[src/rtl/sync_pkt_fifo.sv]
// sync_pkt_fifo: single-clock frame-aware FIFO with speculative write pointer, commit/rewind and overflow discard.
// Ports:
//   clk, rst_n             clock, asynchronous active-low reset
//   w_en/w_data/w_last     write beat strobe, data, end-of-frame flag
//   w_drop                 abort the frame being written (qualified by w_en)
//   w_full/w_afull         no free entry / free entries <= AFULL_MARGIN
//   w_ovf_drop             one-cycle pulse after a frame is discarded for overflow
//   drop_cnt               saturating count of discarded frames
//   r_en                   read strobe
//   r_data/r_last/r_valid  registered read beat, its end-of-frame flag, update flag
//   r_empty                no committed beat available
//   frame_cnt/fill_cnt     complete frames stored / entries in use incl. uncommitted
module sync_pkt_fifo #(
    parameter int DATA_WIDTH   = 8,
    parameter int ADDR_WIDTH   = 6,
    parameter int AFULL_MARGIN = 4,
    parameter int CNT_WIDTH    = 16
) (
    input  logic                  clk,
    input  logic                  rst_n,
    input  logic                  w_en,
    input  logic [DATA_WIDTH-1:0] w_data,
    input  logic                  w_last,
    input  logic                  w_drop,
    output logic                  w_full,
    output logic                  w_afull,
    output logic                  w_ovf_drop,
    output logic [CNT_WIDTH-1:0]  drop_cnt,
    input  logic                  r_en,
    output logic [DATA_WIDTH-1:0] r_data,
    output logic                  r_last,
    output logic                  r_valid,
    output logic                  r_empty,
    output logic [ADDR_WIDTH:0]   frame_cnt,
    output logic [ADDR_WIDTH:0]   fill_cnt
);
    localparam int DEPTH = 1 << ADDR_WIDTH;
    localparam logic [ADDR_WIDTH:0] DEPTH_V  = DEPTH[ADDR_WIDTH:0];
    localparam logic [ADDR_WIDTH:0] MARGIN_V = AFULL_MARGIN[ADDR_WIDTH:0];
    typedef enum logic {PASS = 1'b0, DISCARD = 1'b1} state_e;
    logic [DATA_WIDTH:0]   mem_q [DEPTH];
    logic [ADDR_WIDTH:0]   wp_spec_q, wp_spec_d, wp_com_q, wp_com_d, rp_q, frame_cnt_q, frame_cnt_d;
    logic [CNT_WIDTH-1:0]  drop_cnt_q, drop_cnt_d;
    logic [DATA_WIDTH-1:0] r_data_q;
    logic                  r_last_q, r_valid_q, ovf_pulse_q, ovf_pulse_d;
    state_e                state_q, state_d;
    logic                  we, commit, drop_inc, rd, rd_last;
    logic [DATA_WIDTH:0]   rd_word;
    assign fill_cnt   = wp_spec_q - rp_q;
    assign w_full     = fill_cnt == DEPTH_V;
    assign w_afull    = (DEPTH_V - fill_cnt) <= MARGIN_V;
    assign r_empty    = rp_q == wp_com_q;
    assign w_ovf_drop = ovf_pulse_q;
    assign drop_cnt   = drop_cnt_q;
    assign frame_cnt  = frame_cnt_q;
    assign r_data     = r_data_q;
    assign r_last     = r_last_q;
    assign r_valid    = r_valid_q;
    assign rd         = r_en && !r_empty;
    assign rd_word    = mem_q[rp_q[ADDR_WIDTH-1:0]];
    assign rd_last    = rd && rd_word[DATA_WIDTH];
    // Write FSM: any rewind returns wp_spec to the committed end, discarding the partial frame.
    always_comb begin
        wp_spec_d   = wp_spec_q;
        wp_com_d    = wp_com_q;
        state_d     = state_q;
        drop_inc    = 1'b0;
        ovf_pulse_d = 1'b0;
        we          = 1'b0;
        commit      = 1'b0;
        if (w_en) begin
            if (w_drop) begin
                wp_spec_d = wp_com_q;
                state_d   = PASS;
                drop_inc  = 1'b1;
            end else if (state_q == DISCARD) begin
                if (w_last) begin
                    wp_spec_d   = wp_com_q;
                    state_d     = PASS;
                    ovf_pulse_d = 1'b1;
                    drop_inc    = 1'b1;
                end
            end else if (w_full) begin
                if (w_last) begin
                    wp_spec_d   = wp_com_q;
                    ovf_pulse_d = 1'b1;
                    drop_inc    = 1'b1;
                end else begin
                    state_d = DISCARD;
                end
            end else begin
                we        = 1'b1;
                wp_spec_d = wp_spec_q + 1'b1;
                commit    = w_last;
                wp_com_d  = w_last ? wp_spec_q + 1'b1 : wp_com_q;
            end
        end
        drop_cnt_d  = (drop_inc && !(&drop_cnt_q)) ? drop_cnt_q + 1'b1 : drop_cnt_q;
        // A same-cycle commit and last-beat read cancel out.
        frame_cnt_d = frame_cnt_q + {{ADDR_WIDTH{1'b0}}, commit} - {{ADDR_WIDTH{1'b0}}, rd_last};
    end
    always_ff @(posedge clk) begin
        if (we) mem_q[wp_spec_q[ADDR_WIDTH-1:0]] <= {w_last, w_data};
    end
    always_ff @(posedge clk or negedge rst_n) begin
        if (!rst_n) begin
            wp_spec_q   <= '0;
            wp_com_q    <= '0;
            rp_q        <= '0;
            state_q     <= PASS;
            frame_cnt_q <= '0;
            drop_cnt_q  <= '0;
            ovf_pulse_q <= 1'b0;
            r_data_q    <= '0;
            r_last_q    <= 1'b0;
            r_valid_q   <= 1'b0;
        end else begin
            wp_spec_q   <= wp_spec_d;
            wp_com_q    <= wp_com_d;
            rp_q        <= rd ? rp_q + 1'b1 : rp_q;
            state_q     <= state_d;
            frame_cnt_q <= frame_cnt_d;
            drop_cnt_q  <= drop_cnt_d;
            ovf_pulse_q <= ovf_pulse_d;
            r_valid_q   <= rd;
            if (rd) {r_last_q, r_data_q} <= rd_word;
        end
    end
endmodule

[config.mk]
export PLATFORM = sky130hd
export DESIGN_NAME = sync_pkt_fifo
export DESIGN_NICKNAME = d
export VERILOG_FILES = /design/src/rtl/sync_pkt_fifo.sv
export SDC_FILE = /design/constraint.sdc
export NUM_CORES = 1
export LEC_CHECK = 0
export ABC_AREA = 1
export BUFFER_PORTS_ARGS = -buffer_cell sky130_fd_sc_hd__buf_2
export CAP_MARGIN = 40
export CORE_AREA = 10 10 287 289
export DETAILED_ROUTE_END_ITERATION = 12
export DIE_AREA = 0 0 297 299
export PLACE_DENSITY = 0.56
export SLEW_MARGIN = 20
export SYNTH_ARGS = -nofsm -noshare
export SYNTH_HDL_FRONTEND = slang
export SYNTH_SLANG_ARGS = --single-unit
[constraint.sdc]
create_clock -name clk -period 11.2 [get_ports clk]
set_input_delay 3.36 -clock clk [delete_from_list [all_inputs] [get_ports clk]]
set_output_delay 3.36 -clock clk [all_outputs]
set_load 0.02 [all_outputs]
==> results.tsv <==
metric	value	unit
residual DRC count	0	
post_cts resized	0	
YS warnings	0	
core area	76700	sq um
RSZ-0062 raised after global routing	false	
Synth Instances	2314	
Starting Density	34.5	%
TritonCTS Buffers	67	
final setup fails	0	
Synth Area per Inst	11.4	sq um
GRT Total Usage	16.5	%
Seq/Total Area, Yosys	70.6	%
Clock Pin Slew Worst Setup and Hold Paths	60	ps
max_slew headroom	41.9	%
Final Max Tran Viols	0	
global-route wire length before repair	112	mm
worst slew pin tran	872	ps
Power Density	257	nW/um^2
H-tree Lvls	3	
Max Fclk	153	MHz
largest net degree at the start of global routing	101	
Crit path required time	7840	ps
hpwl dp	47.2	mm
fin nets	2394	
synth top area cells	edfxtp_1 65%, nor2_1 6.9%, o21ai_0 5.4%	
kind of critical path	reg -> out	
Leakage	10.6	nW
switching power total	0.00302	W
Final Cell Area	30400	sq um
total of max-cap violations	0	
FF-to-FF End	frame_cnt[6]	
Routed WL	75.0	mm
crit path max fanout	8	
Compound-Gate Fraction of Synth Area	9.12	%
postcts setup bufs	0	
setup_tns	0	ps
GRT overflow	0	
#FFs+latches synth	632	
ys async rst share	8.86	%
Yosys cell types	34	
top cell type's share of synthesized area	65.3	%
Most Frequent Cell on Critical Path	nor2_1	
Clock power frac	28.6	%
CP peak stage delay	520	ps
CP Launch Type	register	
Synth Area in Simple Gates	15.0	%
worst hold path class	reg -> reg	
initial drt markers	2135	
Pre-antenna DRT Iters	5	
CTS max path bufs	3	
Final Hold Viols	0	
Area after DPL	28100	sq um
CP Cell Sequence	clkinv_1, ha_1, fa_1, nand2_1, nor2_1, nand3_1, nor2_1, nand3_2, o31ai_1, buf_2	
Setup crit end kind	output pin	
worst r2r src	rp_q[0]	
via count	18088	
most common cell in the netlist	edfxtp_1	
r2r setup slk	5640	ps
share of cells above drive strength 1	9.44	%
critical path's slowest cell	fa_1	
routed len/inst	21.7	um
later-pin clock latency in the skew report	620	ps
Setup crit start	wp_spec_q[0]	
Vias/cell	5.24	
largest family of logic cells by synthesized area	simple AND/OR/NAND/NOR gates	
vias in the first global route	17905	
post-synth net total	2346	
post-synthesis xor/xnor area fraction	1.22	%
EDFF count, synth	576	
switch share	38.7	%
R2R depth	21	
io pins	58	
WP data arrival	3170	ps
initial antenna violation count	5	
Final Core Density	39.7	%
Sinks on Clock Net	632	
CP endpoint	w_afull	
Internal	0.00479	W
Max VDD drop	0.122	mV
combinational share of power	35.1	%
CTS tree	built	
post-synthesis mux area share	0	%
Die H	299	um
minimum clock period	6530	ps
DIE WIDTH	297	um
Antenna Violating Nets Remaining	0	
Synth Area in Adders	0.907	%
# rows	102	
Layout area overhead	14.8	%
# port buffers	57	
Cell Area, Synth	26500	sq um
GPL Wtd Cong	0.867	
most frequent cells after synthesis	576 x edfxtp_1, 485 x nor2_1, 301 x nand2_1	
run status	complete, no violations	
sequential share of power	36.3	%
Final Skew	34.3	ps
period utilisation layout	58.3	%
Design Power	0.00781	W
Synth Flop Type	edfxtp_1	
Synth area leader	edfxtp_1	
die area	88800	sq um
CTS Root Cell	clkbuf_16	
hold_sp	r_data[5]	
hold buffer count at cts	0	
[cell usage in the layout (no fill, tap or decap), types with 2 or more instances in the layout]
cell,n
edfxtp_1,576
nor2_1,484
nand2_1,301
o21ai_0,287
nand3_1,162
inv_1,72
clkbuf_16,69
o211ai_1,68
buf_2,60
dfrtp_1,54
a21oi_1,51
buf_4,33
o22ai_1,29
xor2_1,23
ha_1,16
xnor2_1,14
clkinv_2,14
clkinv_1,13
clkbuf_1,10
buf_16,10
nand4_1,8
bufinv_16,8
nor3_1,7
nand2_2,5
inv_6,4
nor3_2,3
buf_12,3
buf_6,3
inv_2,2
nand3b_1,2
o21ai_1,2
fa_1,2
clkinv_8,2
clkinvlp_4,2
buf_8,2
dfrtp_4,2
[per-stage QoR]
stage	std cells	setup WS, ps	hold WS [ps]
after floorplan	2314	5230	481
after global placement	3308	4760	467
after detailed placement	3325	4920	463
after CTS	3446	4670	480
after global routing	3455	4450	508
final	3455	4670	478
[metal layers]
layer	vias up	share of wire (%)	routed length, um	GRT usage [%]
met4	4	2.6	1930	5.67
met2	770	46	34500	26.1
li1	8263	-	-	-
met3	141	8.1	6080	2.99
met1	8910	43	32400	22.6
met5	-	0.036	27	0
[area by class of cell]
class	instances	area, sq um
clock buffers	79	1760
multi-input cells	1473	6960
well taps	1040	1300
inverters	77	294
diodes	1	2.50
repair buffers	111	947
flip-flops and latches	632	18700
fillers	7249	46300
clock inverters	42	439
[flip-flops by register name, indices dropped and copies added (netlist names)]
register,flops
w_ovf_drop,1
r_valid,1
wp_spec_q,7
state_q,1
rp_q,7
wp_com_q,7
mem_q,576
r_data,8
drop_cnt,16
r_last,1
frame_cnt,7
[power groups by stage]
stage | Combinational, W | Sequential [W] | Clock, W
3_3_place_gp | 0.00263 | 0.00288 | 0
6_report | 0.00274 | 0.00283 | 0.00224
3_5_place_dp | 0.00266 | 0.00288 | 0
5_1_grt | 0.00302 | 0.00285 | 0.00237
2_1_floorplan | 0.00174 | 0.00283 | 0
4_1_cts | 0.00267 | 0.00283 | 0.00227
[kinds of logic after synthesis]
family	after synthesis
and+or+nand+nor	978
DFF	632
adders and majority gates	18
buffers and inverters	209
AOI/OAI and AO/OA	440
xor gates and xnor gates	37
[critical path: cells and delay by family, from the launching register on]
family	cells	cell delay (ps)
AO/OA/AOI/OAI	1	150
flip-flops	1	500
adder cells (fa/ha/maj)	2	840
AND/OR/NAND/NOR	5	530
buffers and inverters	2	540
[how the worst min path moves through the flow]
stage,end,cells past startpoint
floorplan,wp_com_q[1],2
finish,r_data[5],2
CTS,r_data[5],2
global placement,r_data[3],2
global route,r_data[5],2
detailed placement,r_data[5],2
Power figures use the tool's default switching activity.
